### config.mk
export PLATFORM = sky130hd
export DESIGN_NAME = if_fetch_ctrl
export DESIGN_NICKNAME = d
export VERILOG_FILES = /design/src/rtl/if_fetch_ctrl_pkg.sv /design/src/rtl/if_fetch_ctrl_chk.sv /design/src/rtl/if_fetch_ctrl_pc_reg.sv /design/src/rtl/if_fetch_ctrl.sv
export SDC_FILE = /design/constraint.sdc
export NUM_CORES = 1
export LEC_CHECK = 0
export CORE_MARGIN = 2
export CORE_UTILIZATION = 42
export CTS_CLUSTER_DIAMETER = 30
export DETAILED_ROUTE_END_ITERATION = 8
export GPL_TIMING_DRIVEN = 0
export PLACE_DENSITY = 0.83
export REMOVE_ABC_BUFFERS = 1
export SLEW_MARGIN = 20
export SYNTH_ARGS = -nofsm -noshare
export SYNTH_HDL_FRONTEND = slang
export SYNTH_SLANG_ARGS = --single-unit
export TNS_END_PERCENT = 10
### constraint.sdc
create_clock -name clk -period 2.31 [get_ports clk]
set_input_delay 0.231 -clock clk [delete_from_list [all_inputs] [get_ports clk]]
set_output_delay 0.231 -clock clk [all_outputs]
set_load 0.01 [all_outputs]
### src/rtl/if_fetch_ctrl_pkg.sv
// Shared types and constants for the instruction-fetch sequencer.
// Holds the FSM state encoding, the PC-mux select and the word-alignment helper.
package if_fetch_ctrl_pkg;

    localparam int          INSTR_W   = 32;
    localparam logic [31:0] PC_STEP   = 32'd4;
    localparam logic [31:0] NOP_INSTR = 32'h0000_0000;

    typedef enum logic [1:0] {
        REQ_S  = 2'd0,
        WAIT_S = 2'd1,
        HOLD_S = 2'd2
    } fetch_state_t;

    typedef enum logic [1:0] {
        PC_HOLD   = 2'd0,
        PC_INC    = 2'd1,
        PC_TARGET = 2'd2
    } pc_sel_t;

    // Redirect targets may carry junk in the byte-offset bits.
    function automatic logic [INSTR_W-1:0] align_word(input logic [INSTR_W-1:0] addr);
        return {addr[INSTR_W-1:2], 2'b00};
    endfunction

endpackage

### src/rtl/if_fetch_ctrl_chk.sv
// Protocol checker for the instruction-memory port: read data must answer a granted request.
// A request orphaned by reset stays pending, so its late rvalid is still legal.
module if_fetch_ctrl_chk (
    input logic clk,
    input logic reset,
    input logic i_req,
    input logic i_gnt,
    input logic i_rvalid
);

    logic r_pend;

    // Memory-side view of the outstanding request; deliberately survives reset.
    always_ff @(posedge clk) begin
        if (i_req && i_gnt) begin
            r_pend <= 1'b1;
        end else if (i_rvalid) begin
            r_pend <= 1'b0;
        end else begin
            r_pend <= r_pend;
        end
    end

    a_rvalid_needs_request: assert property (@(posedge clk) disable iff (reset)
        i_rvalid |-> r_pend);

endmodule

### src/rtl/if_fetch_ctrl_pc_reg.sv
// Program-counter register with next-PC selection: hold, sequential step, redirect target.
// Reset loads RESET_PC; the sequential step wraps naturally at 32 bits.
module if_fetch_ctrl_pc_reg
    import if_fetch_ctrl_pkg::*;
#(
    parameter logic [INSTR_W-1:0] RESET_PC = 32'h0000_0000
) (
    input  logic               clk,
    input  logic               reset,
    input  pc_sel_t            i_sel,
    input  logic [INSTR_W-1:0] i_target,
    output logic [INSTR_W-1:0] o_pc
);

    logic [INSTR_W-1:0] r_pc;
    logic [INSTR_W-1:0] w_pc_next;

    // Next-PC selection.
    always_comb begin
        w_pc_next = r_pc;
        case (i_sel)
            PC_HOLD:   w_pc_next = r_pc;
            PC_INC:    w_pc_next = r_pc + PC_STEP;
            PC_TARGET: w_pc_next = align_word(i_target);
            default:   w_pc_next = r_pc;
        endcase
    end

    // PC state register.
    always_ff @(posedge clk) begin
        if (reset) begin
            r_pc <= align_word(RESET_PC);
        end else begin
            r_pc <= w_pc_next;
        end
    end

    assign o_pc = r_pc;

endmodule

### src/rtl/if_fetch_ctrl.sv
// Instruction-fetch sequencer: one outstanding imem request, stall/redirect handling,
// kill of in-flight fetches and an IF/ID flush pulse after every redirect.
module if_fetch_ctrl
    import if_fetch_ctrl_pkg::*;
#(
    parameter logic [INSTR_W-1:0] RESET_PC = 32'h0000_0000,
    parameter logic [INSTR_W-1:0] NOP_WORD = NOP_INSTR
) (
    input  logic               clk,
    input  logic               reset,
    input  logic               stall_i,
    input  logic               redirect_i,
    input  logic [INSTR_W-1:0] redirect_pc_i,
    output logic               imem_req_o,
    output logic [INSTR_W-1:0] imem_addr_o,
    input  logic               imem_gnt_i,
    input  logic               imem_rvalid_i,
    input  logic [INSTR_W-1:0] imem_rdata_i,
    output logic [INSTR_W-1:0] instr_o,
    output logic [INSTR_W-1:0] pc_o,
    output logic               instr_valid_o,
    output logic               if_flush_o
);

    fetch_state_t       r_state;
    fetch_state_t       w_next_state;
    logic               r_kill;
    logic               w_next_kill;
    logic [INSTR_W-1:0] r_instr;
    logic [INSTR_W-1:0] w_next_instr;
    logic [INSTR_W-1:0] r_pc_o;
    logic [INSTR_W-1:0] w_next_pc_o;
    logic               r_valid;
    logic               w_next_valid;
    logic               r_flush;
    pc_sel_t            w_pc_sel;
    logic [INSTR_W-1:0] w_pc;
    logic               w_req;
    logic               w_hs;

    if_fetch_ctrl_pc_reg #(
        .RESET_PC (RESET_PC)
    ) u_pc_reg (
        .clk      (clk),
        .reset    (reset),
        .i_sel    (w_pc_sel),
        .i_target (redirect_pc_i),
        .o_pc     (w_pc)
    );

    if_fetch_ctrl_chk u_chk (
        .clk      (clk),
        .reset    (reset),
        .i_req    (w_req),
        .i_gnt    (imem_gnt_i),
        .i_rvalid (imem_rvalid_i)
    );

    // Request is live from the first cycle after reset deasserts, never during reset.
    assign w_req = (r_state == REQ_S) && !reset;
    assign w_hs  = w_req && imem_gnt_i;

    // Next-state, kill flag, PC select and output-register next values.
    always_comb begin
        w_next_state = r_state;
        w_next_kill  = r_kill;
        w_pc_sel     = PC_HOLD;
        w_next_instr = r_instr;
        w_next_pc_o  = r_pc_o;
        w_next_valid = r_valid;
        case (r_state)
            REQ_S: begin
                if (w_hs) begin
                    w_next_state = WAIT_S;
                    if (redirect_i) begin
                        w_next_kill = 1'b1;
                        w_pc_sel    = PC_TARGET;
                    end else begin
                        w_next_kill = 1'b0;
                    end
                end else if (redirect_i) begin
                    w_pc_sel = PC_TARGET;
                end else begin
                    w_pc_sel = PC_HOLD;
                end
            end
            WAIT_S: begin
                if (imem_rvalid_i) begin
                    if (r_kill || redirect_i) begin
                        // Word belongs to a superseded fetch: drop it and refetch.
                        w_next_kill  = 1'b0;
                        w_next_state = REQ_S;
                        if (redirect_i) begin
                            w_pc_sel = PC_TARGET;
                        end else begin
                            w_pc_sel = PC_HOLD;
                        end
                    end else begin
                        w_next_instr = imem_rdata_i;
                        w_next_pc_o  = w_pc;
                        w_next_valid = 1'b1;
                        w_next_state = HOLD_S;
                    end
                end else if (redirect_i) begin
                    w_pc_sel    = PC_TARGET;
                    w_next_kill = 1'b1;
                end else begin
                    w_pc_sel = PC_HOLD;
                end
            end
            HOLD_S: begin
                if (redirect_i) begin
                    w_pc_sel     = PC_TARGET;
                    w_next_valid = 1'b0;
                    w_next_instr = NOP_WORD;
                    w_next_state = REQ_S;
                end else if (!stall_i) begin
                    w_pc_sel     = PC_INC;
                    w_next_valid = 1'b0;
                    w_next_instr = NOP_WORD;
                    w_next_state = REQ_S;
                end else begin
                    w_pc_sel = PC_HOLD;
                end
            end
            default: begin
                w_next_state = REQ_S;
                w_next_kill  = 1'b0;
                w_next_valid = 1'b0;
                w_next_instr = NOP_WORD;
            end
        endcase
    end

    // State, kill flag and registered outputs.
    always_ff @(posedge clk) begin
        if (reset) begin
            r_state <= REQ_S;
            r_kill  <= 1'b0;
            r_instr <= NOP_WORD;
            r_pc_o  <= RESET_PC;
            r_valid <= 1'b0;
            r_flush <= 1'b1;
        end else begin
            r_state <= w_next_state;
            r_kill  <= w_next_kill;
            r_instr <= w_next_instr;
            r_pc_o  <= w_next_pc_o;
            r_valid <= w_next_valid;
            r_flush <= redirect_i;
        end
    end

    assign imem_req_o    = w_req;
    assign imem_addr_o   = w_pc;
    assign instr_o       = r_instr;
    assign pc_o          = r_pc_o;
    assign instr_valid_o = r_valid;
    assign if_flush_o    = r_flush;

endmodule

After elaboration in Yosys (flattened, before gate mapping)
Index checks and enable logic that the tools add are counted.

operators by class
  $add $sub $neg = 1
  equal/unequal tests = 10
  mux-type cells = 29
  bitwise operators = 3
  reductions and logical operators = 10

operators with widths
  kind                                           count
  two-way mux 32 bit                             4
  case mux 32 bit (3 select lines)               1
  case mux 32 bit (2 select lines)               1
  adder 32 x 3 -> 32 bit, second input constant  1
  two-way mux 2 bit                              9
  case mux 2 bit (3 select lines)                2
  two-way mux 1 bit                              10
  != test 3 bit, second input constant           3
  AND reduction 4 bit                            2
  != test 2 bit, second input constant           3
  case mux 1 bit (3 select lines)                2
  AND reduction 3 bit                            2
  == test 2 x 1 -> 1 bit, second input constant  2
  == test 2 bit, second input constant           2
  NOT 1 bit                                      3
  logical AND 1 bit                              2
  zero test 2 bit                                1
  nonzero test 2 bit                             1
  zero test 1 bit                                1
  logical OR 1 bit                               1

storage, ports and cells
  register bits = 101
  input bits = 70
  output and inout port bits = 99
  logic and storage cells = 60

Logic depth before layout (Yosys ltp)
  word-level depth = 6
  gate-level depth with buffers = 10
  gate-level depth less buffers = 8

Modules after synthesis
Synthesis repeated with hierarchy kept, for this count alone.

unflattened totals
  cells, all modules = 531
  area, all modules = 4538.1 um^2

by module, submodules not included
  module                instances  cells an instance  area each (um^2)  sequential area each (um^2)
  if_fetch_ctrl         1          249                2459.9            1381.3
  if_fetch_ctrl_pc_reg  1          282                2078.2            600.6

Worst setup path after synthesis
No wires, ideal clock.

  path kind = register -> register
  from = register r_state[0]
  to = register u_pc_reg.r_pc[9] (netlist: u_pc_reg.o_pc[9])
  setup time = 0.115 ns
  data arrival time = 1.844 ns
  required time = 2.195 ns
  path slack = 0.351 ns
  stages on the path, launching flop included = 10
  path buffers = 3
  period minus slack after synthesis = 1.959 ns
  cell sequence = dfxtp_1 -> nor2_1 -> nand3b_1 -> ha_1 -> clkbuf_1 -> inv_1 -> clkbuf_1 -> clkbuf_1 -> a21oi_1 -> o21a_1

between the ends
  longest elaborated chain between the ends = 4
  elaborated cells between the ends (all ways) = 8
  classes of those cells = eq/ne (4); mux (2); reduce/logical (2)

ends and longest elaborated chain
  item                                                                    RTL line                    RTL
  from (decl)                                                             if_fetch_ctrl.sv:25         fetch_state_t r_state;
  from (signal assigned)                                                  if_fetch_ctrl.sv:145        r_state <= w_next_state;
  == test 2 bit, or another cell as far along                             if_fetch_ctrl.sv:71         case (r_state)
  case mux 2 bit (3 select lines) *                                       if_fetch_ctrl.sv:71
  == test 2 bit or == test 2 x 1 -> 1 bit (tied branches)                 if_fetch_ctrl_pc_reg.sv:21  case (i_sel)
  case mux 32 bit (2 select lines) or nonzero test 2 bit (tied branches)  --
  to (signal assigned)                                                    if_fetch_ctrl_pc_reg.sv:32  r_pc <= align_word(RESET_PC);
  to (signal assigned)                                                    if_fetch_ctrl_pc_reg.sv:34  r_pc <= w_pc_next;
  to (decl)                                                               if_fetch_ctrl_pc_reg.sv:15  logic [INSTR_W-1:0] r_pc;

Every way passes the cells marked *; elsewhere a longest branch is shown, timed or not.
A chain may end at the register's enable or synchronous reset.

Worst setup path after layout
  from = input redirect_i
  to = register u_pc_reg.r_pc[30] (netlist: u_pc_reg.o_pc[30])

between the ends
  longest elaborated chain between the ends = 6
  elaborated cells between the ends (all ways) = 10
  classes of those cells = eq/ne (2); mux (6); reduce/logical (2)

ends and longest elaborated chain
  item                                                                    RTL line                    RTL
  from (decl)                                                             if_fetch_ctrl.sv:12         input logic redirect_i,
  two-way mux 2 bit or logical OR 1 bit (tied branches)                   --
  two-way mux 2 bit                                                       if_fetch_ctrl.sv:89         if (r_kill || redirect_i) begin
  two-way mux 2 bit                                                       if_fetch_ctrl.sv:88         if (imem_rvalid_i) begin
  case mux 2 bit (3 select lines) *                                       if_fetch_ctrl.sv:71
  == test 2 bit or == test 2 x 1 -> 1 bit (tied branches)                 if_fetch_ctrl_pc_reg.sv:21
  case mux 32 bit (2 select lines) or nonzero test 2 bit (tied branches)  --

Marks and branches as above.

==> metrics.json <==
{
  "place": {
    "dp.final_hpwl_microns": 9600,
    "numPortBuffers": 162,
    "postPlaceCellArea_sq_um": 6182,
    "gp_routability_congestion": 0.8069,
    "detailedPlace.worstSlack_ps": -962.8
  },
  "worst_setup_path": {
    "critical_path.reg2reg.endpoint": "u_pc_reg.o_pc[30]",
    "critical_path_cell_by_cell": "clkdlybuf4s50_1 -> a21boi_1 -> ha_4 -> buf_12 -> nor2b_4 -> mux2i_1 -> mux2_1 -> nor2_1",
    "worst_reg2reg_path_startpoint": "r_state[0]",
    "crit_path_category": "in -> reg",
    "crit_required_ps": 2620,
    "worst-path-max-fanout": 44,
    "reg2reg_setup_slack_ps": 220,
    "cp_num_buf_inv": 2,
    "timing.critical_path.slowest_cell_delay_ps": 620,
    "cp-start-kind": "primary input",
    "ff2ff_path_depth": 8,
    "crit_path_end_kind": "flop",
    "crit_arrival_ps": 2470,
    "critical_path.top_delay_family": "buffers and inverters",
    "worst_path_max_delay_cell": "sky130_fd_sc_hd__clkdlybuf4s50_1"
  },
  "detailed_routing": {
    "detailedRoute.firstPassIterationCount": 4,
    "routed_wire_length_per_instance_microns": 16.64,
    "final_ant_viol_nets": 0,
    "vias": 4671,
    "initialDrtViolationCount": 258,
    "drcViolationCount": 0,
    "finalWirelength_microns": 13910,
    "vias_per_cell": 5.587
  },
  "synthesis": {
    "synth-warning-count": 0,
    "syn_inst": 552,
    "number_of_flops_mapped_to_enable_cells_by_yosys": 0,
    "synth_seq_cells": 97,
    "synth.avg_cell_area_sq_um": 8.078,
    "postSynth.asyncResetShare_pct": 0,
    "netlist_area_sq_um": 4459,
    "synth_cell_type_count": 56,
    "seq_area_frac_synth_pct": 43.55,
    "synthFlopType": "sky130_fd_sc_hd__dfxtp_1"
  },
  "hold_path": {
    "worstHoldEndpoint": "instr_o[0]",
    "holdPathStages": 2,
    "hold_path.class": "in -> reg",
    "timing.hold.worst.start": "reset"
  },
  "clocking": {
    "cts_buffers": 9,
    "clock_tree_from_tritoncts": "built",
    "worst_skew_pair.late_latency_ps": 360,
    "ctsRootBufferMaster": "sky130_fd_sc_hd__clkbuf_8",
    "total_of_hold_buffers_inserted_after_clock_tree_synthesis": 0,
    "cts.sink_count": 97,
    "cts_buffer_depth": 2,
    "h_tree_depth": 3,
    "clk_pin_slew_worst_paths_ps": 90
  },
  "power_and_ir_drop": {
    "total_power_w": 0.003551,
    "cellPowerDensity_nw_per_um2": 549.4,
    "leakage_nw": 2.270,
    "vdd_ir_drop_max_uv": 358.4
  },
  "sta": {
    "unrepaired_setup_endpoints_after_global_routing": "false",
    "report.final.hold_viol_count": 0,
    "fin_ws_ps": 145.7,
    "final.hold.worst_slack_ps": 278.0,
    "period_minus_slack_ps": 2164,
    "tightest_slew_ps": 684.5,
    "worst_slew_margin_relative_to_its_limit_pct": 54.37,
    "achievable-frequency_mhz": 462.0,
    "finalMaxSlewViolations": 0,
    "timing.clock.skew_ps": 7.761,
    "min_period_over_period_pct": 93.69,
    "setup_viol": 0
  },
  "layout": {
    "area_growth_syn_to_layout_pct": 44.92,
    "layout_commonest_cell": "sky130_fd_sc_hd__clkdlybuf4s50_1",
    "drive_gt1_share_pct": 7.000,
    "final_cell_mix": "sky130_fd_sc_hd__clkdlybuf4s50_1 (161), sky130_fd_sc_hd__dfxtp_1 (96), sky130_fd_sc_hd__nand2_1 (85)",
    "layout.cell_area.non_filler_sq_um": 6462,
    "final_net_count": 768,
    "multi_input_area_sq_um": 2333,
    "antenna_cells_inserted": 0,
    "area.sequential_sq_um": 1943,
    "fillerInstances": 855
  },
  "floorplan": {
    "design.portCount": 169,
    "row_count": 37,
    "die_width_microns": 107.0,
    "core-area_sq_um": 10320,
    "starting_density_of_the_core_pct": 43.19,
    "chipHeight_microns": 107.0,
    "dieArea_sq_um": 11460
  },
  "global_routing": {
    "grt_pass1_wl_microns": 22430,
    "antenna_violations_before_repair": 0,
    "first_global_vias": 4637,
    "largest_net_degree_at_the_start_of_global_routing": 67,
    "global_route.usage.total_pct": 24.51,
    "global_route.overflow_total": 0
  },
  "run_status": {
    "run_status": "completed"
  },
  "run": {
    "cap_viol_max_count": 0
  }
}
-- sequential cells by signal (all words and copies together), names as in the netlist --
signal / flops
instr_o: 32
pc_o: 30
u_pc_reg.o_pc: 30
r_state: 2
if_flush_o: 1
instr_valid_o: 1
r_kill: 1
-- area by class of cell --
class,instances,share of cell area (%)
clock buffers,9,1.917
clock inverters,6,1.297
inverters,5,0.3485
multi-input cells,408,36.11
flip-flops and latches,97,30.07
well taps,136,2.633
repair buffers,174,27.55
repair inverters,1,0.07744
-- worst max-delay path by stage --
stage          cells after the start  slack [ps]        from                end
2_1_floorplan                      7        -530  r_state[0]  u_pc_reg.o_pc[30]
3_3_place_gp                       5       -2010       reset  u_pc_reg.o_pc[23]
3_5_place_dp                       8        -960  redirect_i  u_pc_reg.o_pc[31]
4_1_cts                            7          10  r_state[1]  u_pc_reg.o_pc[30]
5_1_grt                            9          40  redirect_i  u_pc_reg.o_pc[30]
6_report                           8         150  redirect_i  u_pc_reg.o_pc[30]
-- stage by stage --
stage | TNS [ps] | instances | util (%)
2_1_floorplan | -12020 | 510 | -
3_3_place_gp | -140140 | 808 | 58.62
3_5_place_dp | -16720 | 815 | 59.88
4_1_cts | 0 | 835 | 62.51
5_1_grt | 0 | 836 | 62.60
6_report | 0 | 836 | 62.60
-- cells by family after synthesis --
group                      after synthesis  synth area share [%]
AOI/OAI and AO/OA                      155                 21.66
adders and majority gates                2                0.5611
buffers and inverters                   50                 5.135
DFF                                     97                 43.55
muxes                                   14                 3.199
other                                    1               0.08409
and+or+nand+nor                        233                 25.81
-- timing repair --
action | in CTS | in global routing
buffers inserted | 4 | 1
endpoints found under the setup margin | 26 | 18
gates cloned | 1 | 0
pin swaps | 1 | 1
resized for setup | 4 | 2
-- Yosys cell counts (all sizes together) (7+ instances only) --
library cell	number	area, sq um
clkbuf	24	90.09
a22oi	39	292.8
nand2b	8	50.05
dfxtp	97	1942
nor4	7	95.09
a21oi	65	325.3
buf	21	120.1
mux2i	12	120.1
nor3	10	61.31
nand3	13	87.59
o21ai	16	80.07
nand4	9	71.32
nor2	75	284.0
nand2	85	319.1
-- worst register-to-register path, stage by stage (launching register included) --
cell	delay (ps)
sky130_fd_sc_hd__dfxtp_1	380
sky130_fd_sc_hd__nor2_1	160
sky130_fd_sc_hd__nand3b_1	150
sky130_fd_sc_hd__ha_4	430
sky130_fd_sc_hd__clkinvlp_4	290
sky130_fd_sc_hd__o211ai_1	150
sky130_fd_sc_hd__o21ai_0	100
sky130_fd_sc_hd__mux2_1	290
sky130_fd_sc_hd__nor2_1	80
-- routing by layer --
metal	up-vias	track usage, %	wire length [microns]
met5	-	0	0
met4	0	8.163	292
met3	23	8.875	1398
met2	235	40.73	6822
met1	2180	29.27	5394
li1	2233	-	-
-- where the power goes --
part	internal (W)	total [W]	leakage [nW]	switching, W
Combinational	0.000301	0.000548	1.37	0.000247
Sequential	0.00173	0.00181	0.788	0.0000852
Clock	0.000601	0.00119	0.109	0.000592
Total	0.00263	0.00355	2.27	0.000924
No activity file was read; power rests on OpenSTA's default activity.
